===== config.mk =====
export PLATFORM = sky130hd
export DESIGN_NAME = ymem_stage
export DESIGN_NICKNAME = d
export VERILOG_FILES = /design/src/rtl/ymem_stage.sv
export SDC_FILE = /design/constraint.sdc
export NUM_CORES = 1
export LEC_CHECK = 0
export CAP_MARGIN = 0
export CORE_ASPECT_RATIO = 1.25
export CORE_UTILIZATION = 45
export DETAILED_ROUTE_END_ITERATION = 7
export HOLD_SLACK_MARGIN = 0.12
export PLACE_DENSITY = 0.82
export SLEW_MARGIN = 20
export SYNTH_ARGS = -nofsm -noshare
export SYNTH_HDL_FRONTEND = slang
export SYNTH_SLANG_ARGS = --single-unit

===== constraint.sdc =====
create_clock -name clk -period 3.8 [get_ports clk]
set_input_delay 1.14 -clock clk [delete_from_list [all_inputs] [get_ports clk]]
set_output_delay 1.14 -clock clk [all_outputs]
set_load 0.02 [all_outputs]

===== src/rtl/ymem_stage.sv =====
// Memory-access stage: one load/store per accepted request over a req/ack bus, with lane formatting.
// Optional bus timeout abort is enabled with `define YMEM_TIMEOUT_EN.
module ymem_stage #(
  parameter int TIMEOUT = 15
) (
  input  logic        clk,
  input  logic        rst_n,
  input  logic        ex_valid,
  output logic        ex_ready,
  input  logic [31:0] addr,
  input  logic [31:0] wdata,
  input  logic [2:0]  funct3,
  input  logic        mem_read,
  input  logic        mem_write,
  output logic        bus_req,
  output logic        bus_we,
  output logic [31:0] bus_addr,
  output logic [31:0] bus_wdata,
  output logic [3:0]  bus_be,
  input  logic        bus_ack,
  input  logic [31:0] bus_rdata,
  output logic        wb_valid,
  output logic [31:0] wb_data,
  output logic        fault,
  output logic        bus_err
);

  localparam logic [1:0] S_IDLE = 2'd0;
  localparam logic [1:0] S_REQ  = 2'd1;
  localparam logic [1:0] S_RESP = 2'd2;

  logic [1:0]  state;
  logic [2:0]  f3_q;
  logic [1:0]  lane_q;
  logic        timed_out;

  logic        is_store;
  logic        is_load;
  logic        misaligned;
  logic        bad_f3;
  logic [3:0]  be_n;
  logic [31:0] wd_n;
  logic [7:0]  ld_byte;
  logic [15:0] ld_half;
  logic [31:0] ld_data;

  assign ex_ready = (state == S_IDLE);
  assign bus_req  = (state == S_REQ);
  assign wb_valid = (state == S_RESP);

  // Read+write together is a store; neither means pass-through.
  always_comb begin
    is_store   = mem_write;
    is_load    = mem_read & ~mem_write;
    misaligned = ((funct3[1:0] == 2'b01) && addr[0]) ||
                 ((funct3[1:0] == 2'b10) && (addr[1:0] != 2'b00));
    if (is_store) bad_f3 = !(funct3 inside {3'b000, 3'b001, 3'b010});
    else          bad_f3 = (funct3 inside {3'b011, 3'b110, 3'b111});
    case (funct3[1:0])
      2'b00: begin
        be_n = 4'b0001 << addr[1:0];
        wd_n = {4{wdata[7:0]}};
      end
      2'b01: begin
        be_n = addr[1] ? 4'b1100 : 4'b0011;
        wd_n = {2{wdata[15:0]}};
      end
      default: begin
        be_n = 4'b1111;
        wd_n = wdata;
      end
    endcase
  end

  always_comb begin
    ld_byte = bus_rdata[{lane_q, 3'b000} +: 8];
    ld_half = lane_q[1] ? bus_rdata[31:16] : bus_rdata[15:0];
    case (f3_q)
      3'b000:  ld_data = {{24{ld_byte[7]}}, ld_byte};
      3'b100:  ld_data = {24'h0, ld_byte};
      3'b001:  ld_data = {{16{ld_half[15]}}, ld_half};
      3'b101:  ld_data = {16'h0, ld_half};
      3'b010:  ld_data = bus_rdata;
      default: ld_data = 32'h0;
    endcase
  end

`ifdef YMEM_TIMEOUT_EN
  localparam int CW = $clog2(TIMEOUT + 1);
  localparam logic [CW-1:0] LAST = CW'(TIMEOUT - 1);
  logic [CW-1:0] cnt;
  logic          err_q;

  // Expiry is decided on the edge that would make the count reach TIMEOUT.
  assign timed_out = (state == S_REQ) && !bus_ack && (cnt == LAST);
  assign bus_err   = err_q;

  always_ff @(posedge clk or negedge rst_n) begin
    if (!rst_n)                        cnt <= '0;
    else if (state == S_IDLE)          cnt <= '0;
    else if (state == S_REQ && !bus_ack) cnt <= cnt + 1'b1;
  end

  always_ff @(posedge clk or negedge rst_n) begin
    if (!rst_n)               err_q <= 1'b0;
    else if (timed_out)       err_q <= 1'b1;
    else if (state == S_RESP) err_q <= 1'b0;
  end
`else
  assign timed_out = 1'b0;
  assign bus_err   = 1'b0;
`endif

  always_ff @(posedge clk or negedge rst_n) begin
    if (!rst_n) begin
      state     <= S_IDLE;
      bus_we    <= 1'b0;
      bus_addr  <= 32'h0;
      bus_wdata <= 32'h0;
      bus_be    <= 4'h0;
      wb_data   <= 32'h0;
      fault     <= 1'b0;
      f3_q      <= 3'b0;
      lane_q    <= 2'b0;
    end else begin
      case (state)
        S_IDLE: begin
          if (ex_valid) begin
            if (!is_store && !is_load) begin
              wb_data <= addr;
              state   <= S_RESP;
            end else if (misaligned || bad_f3) begin
              wb_data <= 32'h0;
              fault   <= 1'b1;
              state   <= S_RESP;
            end else begin
              bus_we    <= is_store;
              bus_addr  <= {addr[31:2], 2'b00};
              bus_wdata <= wd_n;
              bus_be    <= be_n;
              f3_q      <= funct3;
              lane_q    <= addr[1:0];
              state     <= S_REQ;
            end
          end
        end
        S_REQ: begin
          if (bus_ack) begin
            wb_data <= bus_we ? 32'h0 : ld_data;
            bus_we  <= 1'b0;
            bus_be  <= 4'h0;
            state   <= S_RESP;
          end else if (timed_out) begin
            wb_data <= 32'h0;
            bus_we  <= 1'b0;
            bus_be  <= 4'h0;
            state   <= S_RESP;
          end
        end
        S_RESP: begin
          fault <= 1'b0;
          state <= S_IDLE;
        end
        default: state <= S_IDLE;
      endcase
    end
  end

endmodule


Word-level counts from Yosys, hierarchy flattened --
Index checks and enable logic that the tools add are counted.
Storage, ports and cells: bits in registers 107
Operators by class: reduce and logical (&&, ||, !) cells 22, shift operators 2, bitwise gates (word level) 4, equality and inequality tests 19, mux-type cells 31
Operators with widths (number):
- 2-to-1 mux 32 bit | 5
- case mux 32 bit (5 select lines) | 1
- case mux 32 bit (2 select lines) | 2
- variable part select 32 x 6 -> 8 bit | 1
- 2-to-1 mux 4 bit | 5
- 2-to-1 mux 16 bit | 1
- case mux 4 bit (2 select lines) | 2
- == test 3 bit, second input constant | 4
- AND reduction 4 bit | 3
- == test 3 x 2 -> 1 bit, second input constant | 3
- 2-to-1 mux 1 bit | 8
- 2-to-1 mux 2 bit | 4
- == test 3 x 1 -> 1 bit, second input constant | 2
- logical NOT 3 bit | 2
- inequality test 2 bit, second input constant | 3
- nonzero test 2 bit | 3
- nonzero test 3 bit | 2
- AND reduction 5 bit | 1
- == test 2 x 1 -> 1 bit, second input constant | 2
- == test 2 bit, second input constant | 2
- logical NOT 2 bit | 2
- inequality test 2 x 1 -> 1 bit, second input constant | 2
- case mux 1 bit (2 select lines) | 2
- case mux 2 bit (2 select lines) | 1
- other kinds (8) | 15

Logic depth before layout (Yosys ltp) --
Gate-level depths: netlist of run 1.
depth after elaboration 9, mapped depth 8, mapped depth without buffers 7

Worst setup path after synthesis of run 1 --
OpenSTA, ideal clock, no wires.
path kind input to register, start in funct3[0], end reg bus_addr[10], stages 7, buffers on the path 3, arrival time 2619 ps, data required time 3675 ps, path slack 1055 ps, path through clkbuf_1 a221oi_1 nor2_1 or3_4 buf_6 buf_6 mux2_4
On the way: longest elaborated chain between the ends 7, elaborated cells between the ends (all ways) 18
Ends and longest elaborated chain:
- start, declared | RTL line 12 | input logic [2:0] funct3,
- == test 3 x 1 -> 1 bit, or another cell as far along | RTL line 57 | if (is_store) bad_f3 = !(funct3 inside {3'b000, 3'b001, 3'b010});
- nonzero test 3 bit | RTL line 57
- logical NOT 1 bit | RTL line 57
- 2-to-1 mux 1 bit | RTL line 57
- logical OR 1 bit (*) | RTL line 132 | end else if (misaligned || bad_f3) begin
- inverter 1 bit (no source line) (*)
- AND reduction 4 bit (no source line) (*)
- end signal, assigned | RTL line 138 | bus_addr <= {addr[31:2], 2'b00};
- end, declared | RTL line 17 | output logic [31:0] bus_addr,
Every way passes the cells marked *; elsewhere a longest branch is shown, timed or not. A chain may end at the register's enable or synchronous reset.

Worst setup path in the final report of run 1 --
start in mem_write, end reg bus_addr[8]
On the way: longest elaborated chain between the ends 6, elaborated cells between the ends (all ways) 10
Ends and longest elaborated chain:
- start, declared | RTL line 14 | input logic mem_write,
- inverter 1 bit | RTL line 54 | is_load = mem_read & ~mem_write;
- bitwise AND 1 bit | RTL line 54
- logical NOT 1 bit | RTL line 129 | if (!is_store && !is_load) begin
- logical AND 1 bit | RTL line 129
- inverter 1 bit (no source line)
- AND reduction 4 bit (no source line) (*)
Marks and branches as above.

==> flow_results.org, run 1 <==
** Run status
- Status :: complete, no violations

** Setup path
- Required arrival time at the worst endpoint :: 4.03 ns
- By startpoint and endpoint, the worst setup path is classified as in -> reg.
- Data arrival time of the critical path :: between 3 and 4 ns
- Series of cell instances along the critical path :: clkdlybuf4s50_1 -> a221oi_1 -> nor2_1 -> or3_4 -> buf_12 -> mux2_4
- Top fanout value on the critical path :: 54
- Critical R2R Capture :: wb_data[27]
- Reg-to-reg slack, setup :: between 1 and 1.5 ns
- Critical path startpoint category :: input pin
- Together, buffers and inverters on the worst path number 2.
- CP Capture Type :: register
- Startpoint of the most critical register-to-register path :: lane_q[1]
- Broken down by cell family, the worst path's largest delay share belongs to buffers and inverters.
- Standard cell with the maximum stage delay on the critical path :: clkdlybuf4s50_1
- The number of cells on the worst reg-to-reg path is 5.
- For this run, the slowest stage of the critical path takes roughly 0.53 ns.

** Placement
- Once placement completed, the tool counted placed cells totaling 862.
- Weighted congestion reported at the end of routability-driven placement :: 0.8721
- Detail Placement HPWL :: 12090 um
- During placement, the flow inserted port buffers numbering 207.
- Setup WS pre-CTS :: 0.3644 ns

** Routing
- In the final routed layout, each cell accounts on average for 18.74 um.
- Final routed DRC violation total :: 0
- For this block, the initial DRC count from the detailed router was 271.
- Detailed-router iteration count before antenna repair :: 5
- In this run the remaining antenna-violating nets after routing total 0.
- Via count :: 4775
- Total detailed-routing wirelength :: 16450 um
- In the routed layout, each cell is associated on average with a via count of 5.438.

** CTS
- Clock tree from TritonCTS :: built
- Number of buffers created by CTS :: 9
- Count of instances resized after the clock tree is built :: 0
- Once the clock tree was built, the setup fixing pass inserted 0 buffers.
- Register clock-pin slew on the reported worst setup and hold paths :: roughly 0.070 ns
- Maximum buffer depth of the clock tree :: 2
- Buffers inserted to repair hold after CTS numbered 0.
- The H-tree was split into 3 levels.
- CTS saw 107 sinks.
- Clock tree root driver cell :: clkbuf_16
- Later-pin clock latency in the skew report :: ~0.35 ns

** Yosys
- After synthesis, the netlist uses 41 different library cells.
- Summing every instance area after synthesis gives 5375 um^2.
- Synthesis produced 525 cells.
- Leading area contributor after synthesis :: dfrtp_1
- The share of the Yosys chip area taken by registers is about half.
- Synth cell count leaders :: 107 x dfrtp_1, 69 x nand2_1, 52 x o21ai_0
- #FFs+latches synth :: 107
- Top_reg_cell synth :: dfrtp_1
- Of the post-synthesis cell area, the dominant cell type holds 49.81%.
- Mean post-synth cell area :: between 10 and 15 um^2
- Proportion of synthesized flip-flops having asynchronous set or reset :: 100.0%
- Yosys mapped a number of flops with a built-in enable equal to 0.
- Yosys instantiated no cell more often than dfrtp_1.
- Yosys warning total :: 0
- By area the synthesized netlist is led by dfrtp_1 50%, mux2_4 11%, mux2i_1 6.7%, o21ai_0 4.8%, nand2_1 4.8%.

** STA
- Unrepaired setup endpoints after global routing :: false
- Actual transition at the worst max-transition pin :: ~0.96 ns
- For this run, the top clock speed supported by timing is between 300 and 400 MHz.
- Count of final hold-check violations :: 0
- Setup Skew :: 0.006021 ns
- Setup tns final :: 0 ns
- Min cycle time layout :: 3.128 ns
- Number of max-slew violations in the final report :: 0
- Setup violations remaining at the end of the flow were counted as 0.
- Worst setup slack after layout :: 0.6715 ns
- Worst slew slack as a fraction of its limit :: a little over a third
- Portion of the clock cycle consumed by the worst path in the final layout :: 82.33%

** Floorplanning
- Standard-cell rows :: 44
- about 210 I/O pins were placed.
- Area inside the core boundary :: 11620 um^2
- Horiz. Die Dim :: roughly 100 um
- The die covers 12390 um^2.
- The die is roughly 120 um tall.
- Starting Density :: 46.27%

** Power and ir drop
- Total power per unit cell area :: 668.4 nW/um^2
- Overall power :: 5246 uW
- VDD sags by at most 358.1 uV.
- Lkg Pwr :: 0.003335 uW

** GRT
- Total track usage :: a little over a quarter
- Global-route wire length before repair :: 25240 um
- Pin count of the biggest net entering global routing :: 70
- GR Overflow Total :: 0
- The via count of the first global-routing pass came to approximately 4800.
- The number of antenna violations at the first check in global routing is 0.

** Min path
- In this run the worst hold path is classified as reg -> reg.
- The worst hold path passes through 2 cells.
- The path with the worst hold slack has its endpoint at bus_wdata[24].
- Worst Min Path Start :: bus_wdata[24]

** Final layout
- The area growth from synthesis to layout is 46.02%.
- In the final design database the tool counted 817 nets.
- The post-route netlist has between 10% and 20% of its cells at a drive strength greater than 1.
- Diodes inserted :: 0
- Leaving out filler cells and counting taps, the final layout contains 878.

** Job
- Max-cap violations in this run came to 0.
[worst reg2reg max path: stages, from the launching register on]
cell and delay (ns):
dfrtp_1 0.84, mux2_2 0.43, nand3b_1 0.48, a31oi_1 0.22
a21oi_1 0.16, a21oi_1 0.08
[cells in the final DEF, fill, tap and decap left out, types with 3 or more instances in the layout]
master,netlist,routed
a21oi_1,46,46
a221oi_1,4,4
a31oi_1,28,28
buf_12,0,3
buf_4,3,5
clkbuf_1,28,3
clkbuf_16,0,9
clkdlybuf4s50_1,0,206
conb_1,1,3
dfrtp_1,107,107
inv_1,3,3
mux2_2,4,4
mux2_4,40,40
mux2i_1,36,36
nand2_1,69,69
nand2b_1,3,3
nand3_1,5,5
nor2_1,48,48
nor2b_1,3,3
nor3_1,4,3
nor3b_1,3,3
o211ai_1,3,3
o21a_1,3,3
o21ai_0,52,52
or2_2,3,3
[where the power goes]
group | internal [uW] | switching (uW) | total, uW
logic | 1240 | 1180 | 2420
registers | 1560 | 325 | 1880
clock network | 533 | 408 | 940
total | 3330 | 1910 | 5250
[per-layer routing]
metal	vias to the layer above	wire length, um	global-route usage [%]
li1	2226	-	-
met1	2283	6472	32.45
met2	223	8083	45.99
met3	43	1358	6.622
met4	0	536	10.66
met5	-	0	0
[layout make-up]
type | count | area [um^2]
clock inverter | 3 | 46.29
inverter | 4 | 15.01
multi-input combinational | 376 | 2499
fill | 898 | 3767
timing repair buffer | 214 | 2160
tap | 161 | 201.4
sequential | 107 | 2678
clock buffer | 13 | 250.2
[how the worst max path moves through the flow]
stage,from,end,slack [ns],cells past startpoint
finish,mem_write,bus_addr[8],0.67,6
global route,mem_write,wb_data[6],0.54,7
CTS,mem_write,bus_addr[8],0.73,6
detailed placement,mem_write,bus_addr[8],0.36,6
global placement,addr[1],bus_addr[3],0.40,6
floorplan,funct3[0],bus_addr[10],1.06,7
[metrics by stage]
stage | cell area (um^2) | util (%) | hold WS (ns)
detailed placement | 7547 | 64.97 | 0.4748
floorplan | 5383 | - | 0.5519
CTS | 7844 | 67.52 | 0.4911
global placement | 7547 | 64.97 | 0.4628
finish | 7849 | 67.57 | 0.4894
global route | 7849 | 67.57 | 0.5194
[registers in the layout, indices dropped and copies added, names as in the netlist]
signal	count
bus_addr	30
bus_be	4
fault	1
lane_q	2
bus_wdata	32
wb_data	32
state	2
f3_q	3
bus_we	1
[logic make-up after synthesis]
family | synth area share, %
simple gates | 11.89
mux | 18.72
buf+inv | 4.027
other cells | 0.06977
compound gates | 15.48
flops | 49.81
Note: power is estimated with default switching activity, not from simulation.
==> run 2, diff against run 1 <==
- CORE_UTILIZATION: 45 -> 44
- PLACE_DENSITY: 0.82 -> 0.81
- clock period: 3.8 -> 3.2 ns (I/O delays scaled with it)
==> run 2 against run 1 <==
- combinational power rose by 19%
- die area rose by 2.2%
- clock power rose by 20%
- non-clock buffer count rose by 7
- critical path type is now reg -> out
- largest cell class unchanged
- largest power group unchanged
- highest routed layer unchanged
==> flow_results.org, run 2 (synthesis results as in run 1) <==
** Run status
- Status :: complete, no violations

** Floorplanning
- Starting Density :: 45.62%
- Standard-cell rows :: 44
- Area inside the core boundary :: between 10000 and 15000 um^2
- The die is 100.9 um wide.
- Die Y-Extent :: 125.6 um
- During I/O placement, the number of pins put on the boundary was 211.
- The die covers 12670 um^2.

** Placement
- Detail Placement HPWL :: 12220 um
- Setup WS pre-CTS :: 0.1548 ns
- During placement, the flow inserted port buffers numbering 207.
- Once placement completed, the tool counted placed cells totaling roughly 870.
- At the end of routability-driven placement, the weighted congestion stood at 0.8759.

** Setup path
- STA puts the critical path data required time at approximately 2.2 ns.
- Critical path class :: reg -> out
- CP Capture Type :: output port
- FF-to-FF path depth :: 5
- Data arrival time of the critical path :: 1.77 ns
- Critical path startpoint category :: register
- In this run the worst path has a maximum fanout of 5.

** STA
- Based on the critical path, the design can be clocked at up to 365.8 MHz.
- Setup violators final :: 0
- Hold WS :: 0.4816 ns
- Setup Skew :: 0.004080 ns
- After routing, the total negative slack on setup checks comes to 0 ns.
- Count of final hold-check violations :: 0
- The worst pin sits at a relative slew slack of about two fifths.
- For the pin with the worst max-slew slack, the measured transition is 0.9144 ns.
- Setup repair after global routing left no endpoint under its margin.
- Worst setup slack after layout :: 0.4662 ns
- Number of max-slew violations in the final report :: 0
- Of the available clock period, the critical path in the final layout requires 85.43%.
- Min cycle time layout :: 2.734 ns

** Final layout
- Share of layout cells above drive strength 1 :: 11.48%
- Area delta synth->final :: 47.28%
- Commonest non-fill, non-tap cell in the layout :: clkdlybuf4s50_1
- Diodes inserted :: 0
- # nets final :: between 800 and 900
- The library cells used most frequently in the layout, excluding fill and tap cells, are 206 x clkdlybuf4s50_1, 107 x dfrtp_1, 69 x nand2_1.
- In the final layout, the registers with the most flip-flops are bus_wdata: 32 flops, wb_data: 32 flops, bus_addr: 30 flops.
- Post-route insts no fill :: 884

** GRT
- Entering global routing, the biggest net connects 67 pins.
- Via count of the first global-routing pass :: 4885
- GR Overflow Total :: 0
- Global-route wire length before repair :: 25560 um
- The number of antenna violations at the first check in global routing is 0.
- Total track usage :: 26.20%

** Min path
- Min-delay worst type :: reg -> reg
- Counting instances, the worst hold path has a depth of 2.

** Routing
- Initial detailed-routing violation count :: 218
- Detailed-router iteration count before antenna repair :: 5
- Total detailed-routing wirelength :: approximately 16000 um
- After detailed routing, the number of remaining DRC violations is 0.
- The count of nets left with antenna violations once routing finished came out at 0.
- Via count :: 4810
- After detailed routing, the average wire length per cell comes to 18.35 um.
- Dividing the detail-routed via count by the number of cells gives 5.441.

** Power and ir drop
- Overall power :: 6234 uW
- In this run the power density over the cells is 787.4 nW/um^2.
- In this run the static leakage power is 0.003382 uW.
- Worst vdd ir :: 449.6 uV

** CTS
- Post-CTS setup buffer count :: 0
- In this run, post-CTS repair resized a total of 0 instances.
- Depth of the CTS H-tree :: 3
- TritonCTS created 9 clock buffers.
- CTS saw between 100 and 150 sinks.
- In this run the clock root is driven by a clkbuf_16.
- Clock tree from TritonCTS :: built
- Maximum buffer depth of the clock tree :: 2
- The number of hold buffers added after CTS was 0.
- Register clock-pin slew on the reported worst setup and hold paths :: 0.07 ns
- Later-pin clock latency in the skew report :: 0.34 ns

** Job
- The tool flagged a number of max-cap violations equal to 0.
-- run 2: cell type report --
type,instances,area [um^2]
inverters,4,15.01
clock buffers,12,256.5
flip-flops and latches,107,2678
multi-input cells,376,2494
fillers,912,3865
clock inverters,3,47.55
well taps,161,201.4
repair buffers,221,2225
-- run 2: where the power goes --
part / leakage (uW) / total, uW / switching (uW) / internal, uW
combinational: 0.00194 / 2880 / 1390 / 1490
clock: 0.000149 / 1130 / 481 / 649
sequential: 0.00130 / 2220 / 373 / 1850
total: 0.00338 / 6230 / 2250 / 3990
-- run 2: through the flow --
| step | instance area [um^2] | utilization (%) |
|---|---|---|
| detailed placement | 7612 | 64.61 |
| CTS | 7916 | 67.19 |
| finish | 7916 | 67.19 |
| floorplan | 5383 | - |
| global route | 7916 | 67.19 |
| global placement | 7612 | 64.61 |
-- run 2: metal layers --
layer	routed length (um)	GRT usage, %	vias to the layer above
li1	-	-	2237
met1	6399	31.19	2302
met2	8056	45.57	239
met3	1312	6.093	32
met4	455	9.719	0
met5	0	0	-
-- run 2: worst paths after layout --
kind	slack [ns]	from	endpoint
max reg2reg	0.89	lane_q[1]	wb_data[18]
min	0.48	bus_wdata[16]	bus_wdata[16]
max	0.47	state[1]	bus_req
max in group asynchronous	1.84	rst_n	wb_data[2]
min reg2reg	0.48	bus_wdata[16]	bus_wdata[16]
min in group asynchronous	0.68	rst_n	bus_addr[9]
-- run 2: worst max-delay path: stages, from the launching register on --
cell and delay (ns):
dfrtp_1 0.41, nand2b_1 0.23, inv_1 0.15, clkdlybuf4s50_1 0.64
